`config.mk`:
```
export PLATFORM = sky130hd
export DESIGN_NAME = operand_loader_flat
export DESIGN_NICKNAME = d
export VERILOG_FILES = /design/src/rtl/operand_loader_if.sv /design/src/rtl/operand_loader.sv /design/src/flat_wrapper.sv
export SDC_FILE = /design/constraint.sdc
export NUM_CORES = 1
export LEC_CHECK = 0
export BUFFER_PORTS_ARGS = -buffer_cell sky130_fd_sc_hd__buf_2
export CAP_MARGIN = 20
export CELL_PAD_IN_SITES_DETAIL_PLACEMENT = 1
export CELL_PAD_IN_SITES_GLOBAL_PLACEMENT = 1
export CORE_ASPECT_RATIO = 1.2
export CORE_MARGIN = 2
export CORE_UTILIZATION = 40
export DETAILED_ROUTE_END_ITERATION = 7
export PLACE_DENSITY = 0.87
export SLEW_MARGIN = 5
export SYNTH_ARGS = -nofsm -noshare
export SYNTH_HDL_FRONTEND = slang
export SYNTH_SLANG_ARGS = --single-unit
```
`constraint.sdc`:
```
create_clock -name clk -period 1.9 [get_ports clk]
set_input_delay 0.38 -clock clk [delete_from_list [all_inputs] [get_ports clk]]
set_output_delay 0.38 -clock clk [all_outputs]
set_load 0.02 [all_outputs]
```
`src/rtl/operand_loader_if.sv`:
```
// Operand loader bus: serial load side from the upstream source plus the
// assembled operands and handshake toward the downstream adder register.
interface operand_loader_if #(parameter int n = 4);
   logic         start;
   logic         cin_in;
   logic         ser_in;
   logic         ser_valid;
   logic         ack;
   logic [n-1:0] a;
   logic [n-1:0] b;
   logic         c_in;
   logic         select;
   logic         busy;
   logic         err;

   modport master (
      output start, cin_in, ser_in, ser_valid, ack,
      input  a, b, c_in, select, busy, err
   );

   modport slave (
      input  start, cin_in, ser_in, ser_valid, ack,
      output a, b, c_in, select, busy, err
   );
endinterface

```
`src/rtl/operand_loader.sv`:
```
// Serial-to-parallel operand loader for an adder register: collects a then b LSB first.
// Optional per-operand even-parity check is enabled by defining OPERAND_PARITY_EN.
module operand_loader #(
   parameter int n = 4
) (
   input logic             clk,
   input logic             rst_n,
   operand_loader_if.slave bus
);

   localparam int CW = (n > 1) ? $clog2(n) : 1;
   localparam logic [CW-1:0] LAST_BIT = CW'(n - 1);

`ifdef OPERAND_PARITY_EN
   typedef enum logic [2:0] {
      IDLE,
      LOAD_A,
      PAR_A,
      LOAD_B,
      PAR_B,
      HOLD
   } state_t;
`else
   typedef enum logic [1:0] {
      IDLE,
      LOAD_A,
      LOAD_B,
      HOLD
   } state_t;
`endif

   state_t        state;
   logic [n-1:0]  a_q;
   logic [n-1:0]  b_q;
   logic [CW-1:0] cnt;
   logic          c_in_q;
   logic          select_q;
`ifdef OPERAND_PARITY_EN
   logic          err_q;
`endif

   // Single FSM; the counter only ever runs 0..n-1 and wraps on the last operand bit.
   always_ff @(posedge clk or negedge rst_n) begin
      if (!rst_n) begin
         state    <= IDLE;
         a_q      <= '0;
         b_q      <= '0;
         cnt      <= '0;
         c_in_q   <= 1'b0;
         select_q <= 1'b0;
`ifdef OPERAND_PARITY_EN
         err_q    <= 1'b0;
`endif
      end else begin
         case (state)
            IDLE: begin
               if (bus.start) begin
                  c_in_q <= bus.cin_in;
                  a_q    <= '0;
                  b_q    <= '0;
                  cnt    <= '0;
`ifdef OPERAND_PARITY_EN
                  err_q  <= 1'b0;
`endif
                  state  <= LOAD_A;
               end
            end

            LOAD_A: begin
               if (bus.ser_valid) begin
                  a_q <= {bus.ser_in, a_q[n-1:1]};
                  if (cnt == LAST_BIT) begin
                     cnt <= '0;
`ifdef OPERAND_PARITY_EN
                     state <= PAR_A;
`else
                     state <= LOAD_B;
`endif
                  end else begin
                     cnt <= cnt + CW'(1);
                  end
               end
            end

`ifdef OPERAND_PARITY_EN
            // Even parity: the extra bit must equal the XOR of the operand bits.
            PAR_A: begin
               if (bus.ser_valid) begin
                  if (bus.ser_in == ^a_q) begin
                     state <= LOAD_B;
                  end else begin
                     err_q <= 1'b1;
                     state <= IDLE;
                  end
               end
            end
`endif

            LOAD_B: begin
               if (bus.ser_valid) begin
                  b_q <= {bus.ser_in, b_q[n-1:1]};
                  if (cnt == LAST_BIT) begin
                     cnt <= '0;
`ifdef OPERAND_PARITY_EN
                     state <= PAR_B;
`else
                     state    <= HOLD;
                     select_q <= 1'b1;
`endif
                  end else begin
                     cnt <= cnt + CW'(1);
                  end
               end
            end

`ifdef OPERAND_PARITY_EN
            PAR_B: begin
               if (bus.ser_valid) begin
                  if (bus.ser_in == ^b_q) begin
                     state    <= HOLD;
                     select_q <= 1'b1;
                  end else begin
                     err_q <= 1'b1;
                     state <= IDLE;
                  end
               end
            end
`endif

            HOLD: begin
               if (bus.ack) begin
                  select_q <= 1'b0;
                  state    <= IDLE;
               end
            end

            default: begin
               state    <= IDLE;
               select_q <= 1'b0;
            end
         endcase
      end
   end

   assign bus.a      = a_q;
   assign bus.b      = b_q;
   assign bus.c_in   = c_in_q;
   assign bus.select = select_q;
   assign bus.busy   = (state != IDLE);
`ifdef OPERAND_PARITY_EN
   assign bus.err    = err_q;
`else
   assign bus.err    = 1'b0;
`endif

endmodule
```
`src/flat_wrapper.sv`:
```
// flat-port wrapper written by rule: the top's interface ports become plain ports
module operand_loader_flat 
#(
   parameter int n = 4
)
  (clk, rst_n, bus_start, bus_cin_in, bus_ser_in, bus_ser_valid, bus_ack, bus_a, bus_b, bus_c_in, bus_select, bus_busy, bus_err);
  operand_loader_if #(.n(n)) bus_i ();
  input logic clk;
  input logic rst_n;
  input wire logic [$bits(bus_i.start)-1:0] bus_start;
  input wire logic [$bits(bus_i.cin_in)-1:0] bus_cin_in;
  input wire logic [$bits(bus_i.ser_in)-1:0] bus_ser_in;
  input wire logic [$bits(bus_i.ser_valid)-1:0] bus_ser_valid;
  input wire logic [$bits(bus_i.ack)-1:0] bus_ack;
  output wire logic [$bits(bus_i.a)-1:0] bus_a;
  output wire logic [$bits(bus_i.b)-1:0] bus_b;
  output wire logic [$bits(bus_i.c_in)-1:0] bus_c_in;
  output wire logic [$bits(bus_i.select)-1:0] bus_select;
  output wire logic [$bits(bus_i.busy)-1:0] bus_busy;
  output wire logic [$bits(bus_i.err)-1:0] bus_err;
  assign bus_i.start = bus_start;
  assign bus_i.cin_in = bus_cin_in;
  assign bus_i.ser_in = bus_ser_in;
  assign bus_i.ser_valid = bus_ser_valid;
  assign bus_i.ack = bus_ack;
  assign bus_a = bus_i.a;
  assign bus_b = bus_i.b;
  assign bus_c_in = bus_i.c_in;
  assign bus_select = bus_i.select;
  assign bus_busy = bus_i.busy;
  assign bus_err = bus_i.err;
  operand_loader #(.n(n)) u_core (.clk(clk), .rst_n(rst_n), .bus(bus_i));
endmodule
```
==> flow_metrics.tcl <==
set metrics [dict create \
    intPower_uw 1090 \
    clk_latency_ns 0.29 \
    yosysTopAreaCellShare_pct 35.7 \
    place_inst 148 \
    drcViolationCount 0 \
    port_buffers 17 \
    overflow 0 \
    layoutNonFillerInstCount 156 \
    synth_area_leaders "dfrtp_1 36%, ha_1 10%, nor2b_1 7.0%" \
    p_leak_uw 0.000564 \
    syn_nets 118 \
    grt_start_max_net_pins 22 \
    grt_pass1_wl_mm 3.80 \
    initial_core_util_pct 42.6 \
    synthArstFlopShare_pct 100 \
    finalNetCount 141 \
    synth_top_area_cell "dfrtp_1" \
    synthMostInstantiatedCell "dfrtp_1" \
    setup_viol 0 \
    finalWorstSetupSlack_ns 0.147 \
    ant_nets 0 \
    dr.pass1.iters 4 \
    synth_area_um2 982 \
    hold_class "in2reg" \
    hold_viol 0 \
    route.vias.total 826 \
    synthFlopType "dfrtp_1" \
    utilization_pct 50.0 \
    antenna_found_initial 0 \
    grt_setup_unrepaired "false" \
    combPwrFrac_pct 60.4 \
    synthCells 103 \
    final_layout_size_suffix_gt1_share_pct 27.2 \
    cts_buffer_depth 2 \
    post-place-ws_ns 0.248 \
    endpoint_kind "output pin" \
    cp.arrival_ns 1.37 \
    crit_path_start_kind "flip-flop" \
    synth_common_cells "14 x dfrtp_1, 11 x nand2_1, 11 x nor2b_1" \
    finalCritPeriodShare_pct 92.3 \
    drtIter0Drc 10 \
    pwr-share-clk_pct 11.5 \
    tritoncts "yes" \
    finalMaxSlewViolations 0 \
    num-fill-cells 283 \
    wirelength_mm 2.16 \
    vias_per_cell 5.29 \
    synth_edf_count 0 \
    synth_cell_type_count 28 \
    p_sw_uw 857 \
    dieArea_um2 2870 \
    ys_seq_area_share_pct 35.7 \
    cts_made_buffers 3 \
    maxCapViolations 0 \
    wire_per_inst_um 13.8 \
    n_antenna_cell 0 \
    std_cell_rows 19 \
    coreArea_um2 2310 \
    gp_congestion 0.696 \
    die_h_um 58.3 \
    path_clk_slew_ns 0.09 \
    area_growth_pct 17.3 \
    seq_power_share_pct 28.1 \
    syn_area_per_cell_um2 9.54 \
    place_hpwl_mm 1.61 \
    critical_path_required_ns 1.52 \
    path_max_fanout 9 \
    ys_seq_elements 14 \
    track_usage_pct 17.8 \
    layout_min_cycle_time_ns 1.75 \
    ctsRootBufferMaster "clkbuf_4" \
    switching_share_pct 43.9 \
    first_global_vias 879 \
    h-tree-depth 1 \
    finClkSkew_ns 0.00817 \
    ios 19 \
    cts.sinks 14 \
    ys_warn_count 0 \
    fin_setup_tns_ns 0 \
    clock.fmax_ghz 0.570 \
    die_w_um 49.2 \
    status "finished, final reports clean" \
    p_per_area_nw_per_um2 1690 \
    path_class "reg2out" \
    max-vdd-ir-drop_uv 773 \
]
-- stage by stage --
step,area (um2),total power [uW],hold WS (ns)
floorplan,982,1410,0.0844
CTS,1130,1930,0.311
global route,1150,2140,0.306
finish,1150,1950,0.324
detailed placement,1080,1700,0.302
global placement,1080,1620,0.300
-- timing repair --
action                     CTS  global route
hold endpoints to repair    14             0
setup buffers                0             3
setup endpoints to repair    0             1
hold buffers                 1             0
resized for setup            0             3
-- power groups by stage --
| stage | registers (uW) | clock network (uW) | logic [uW] |
|---|---|---|---|
| floorplan | 620 | 0 | 786 |
| global placement | 536 | 0 | 1080 |
| detailed placement | 552 | 0 | 1150 |
| CTS | 546 | 235 | 1150 |
| global route | 573 | 251 | 1310 |
| finish | 548 | 225 | 1180 |
-- flip-flops by register name, summed over array words and instances, names as in the netlist --
register           flops
u_core.bus.a           4
u_core.bus.b           4
u_core.bus.c_in        1
u_core.bus.select      1
u_core.cnt             2
u_core.state           2
-- cell type report --
type                            count  area [um2]  area share (%)
Multi-Input combinational cell     75         559            48.5
Sequential cell                    14         352            30.5
Timing Repair Buffer               23         133            11.5
Tap cell                           31        38.8            3.37
Clock buffer                        4        36.3            3.15
Inverter                            9        33.8            2.93
-- layer usage --
metal	up-vias	GRT usage (%)	part of all wire (%)
li1	398	-	-
met1	410	19.7	41
met2	14	31.9	54
met3	4	3.09	3.9
met4	0	10.2	1.8
met5	-	0	0
-- layout by cell type, fill, tap and decap left out --
master          n
conb_1          1
nand2_1        11
inv_2           2
a21oi_4         1
dfrtp_1        13
nor2_1          2
nand4b_4        1
a22o_1          1
ha_1            8
buf_4           5
dfrtp_2         1
nor2b_1        11
nand3_1         2
nand2b_1        3
mux2_2          1
a21oi_1         1
o21bai_1        2
o211ai_1        5
a221o_1         1
mux2_4          1
inv_1           7
o21ai_0         6
clkbuf_4        3
dlygate4sd3_1   1
nand4_1         1
and3_1          4
mux2i_1         6
a31oi_1         5
clkbuf_8        1
buf_2          17
nor2b_4         1
-- path summary, 6_finish.rpt --
| check | slack, ns | to | cells after the start | startpoint |
|---|---|---|---|---|
| max | 0.15 | bus_busy | 5 | u_core.state[0] |
| min | 0.32 | u_core.bus.c_in | 2 | bus_cin_in |
| max reg2reg | 0.28 | u_core.state[1] | 5 | u_core.state[0] |
| min reg2reg | 0.52 | u_core.bus.c_in | 1 | u_core.bus.c_in |
| max in group asynchronous | 1.12 | u_core.state[1] | 2 | rst_n |
| min in group asynchronous | 0.50 | u_core.bus.a[2] | 2 | rst_n |
-- cells by family after synthesis --
| logic type | count (synthesis) | synth area share, % |
|---|---|---|
| adders and majority gates | 8 | 10.2 |
| and+or+nand+nor | 36 | 21.9 |
| muxes | 8 | 8.79 |
| buffers and inverters | 14 | 7.39 |
| DFF | 14 | 35.7 |
| AOI/OAI and AO/OA | 22 | 15.7 |
| other | 1 | 0.382 |
-- critical path: stages, from the launching register on --
cell and delay [ns]:
dfrtp_1 0.41, inv_2 0.08, ha_1 0.22, buf_4 0.17
inv_1 0.05, buf_2 0.15
Power figures use the tool's default switching activity.
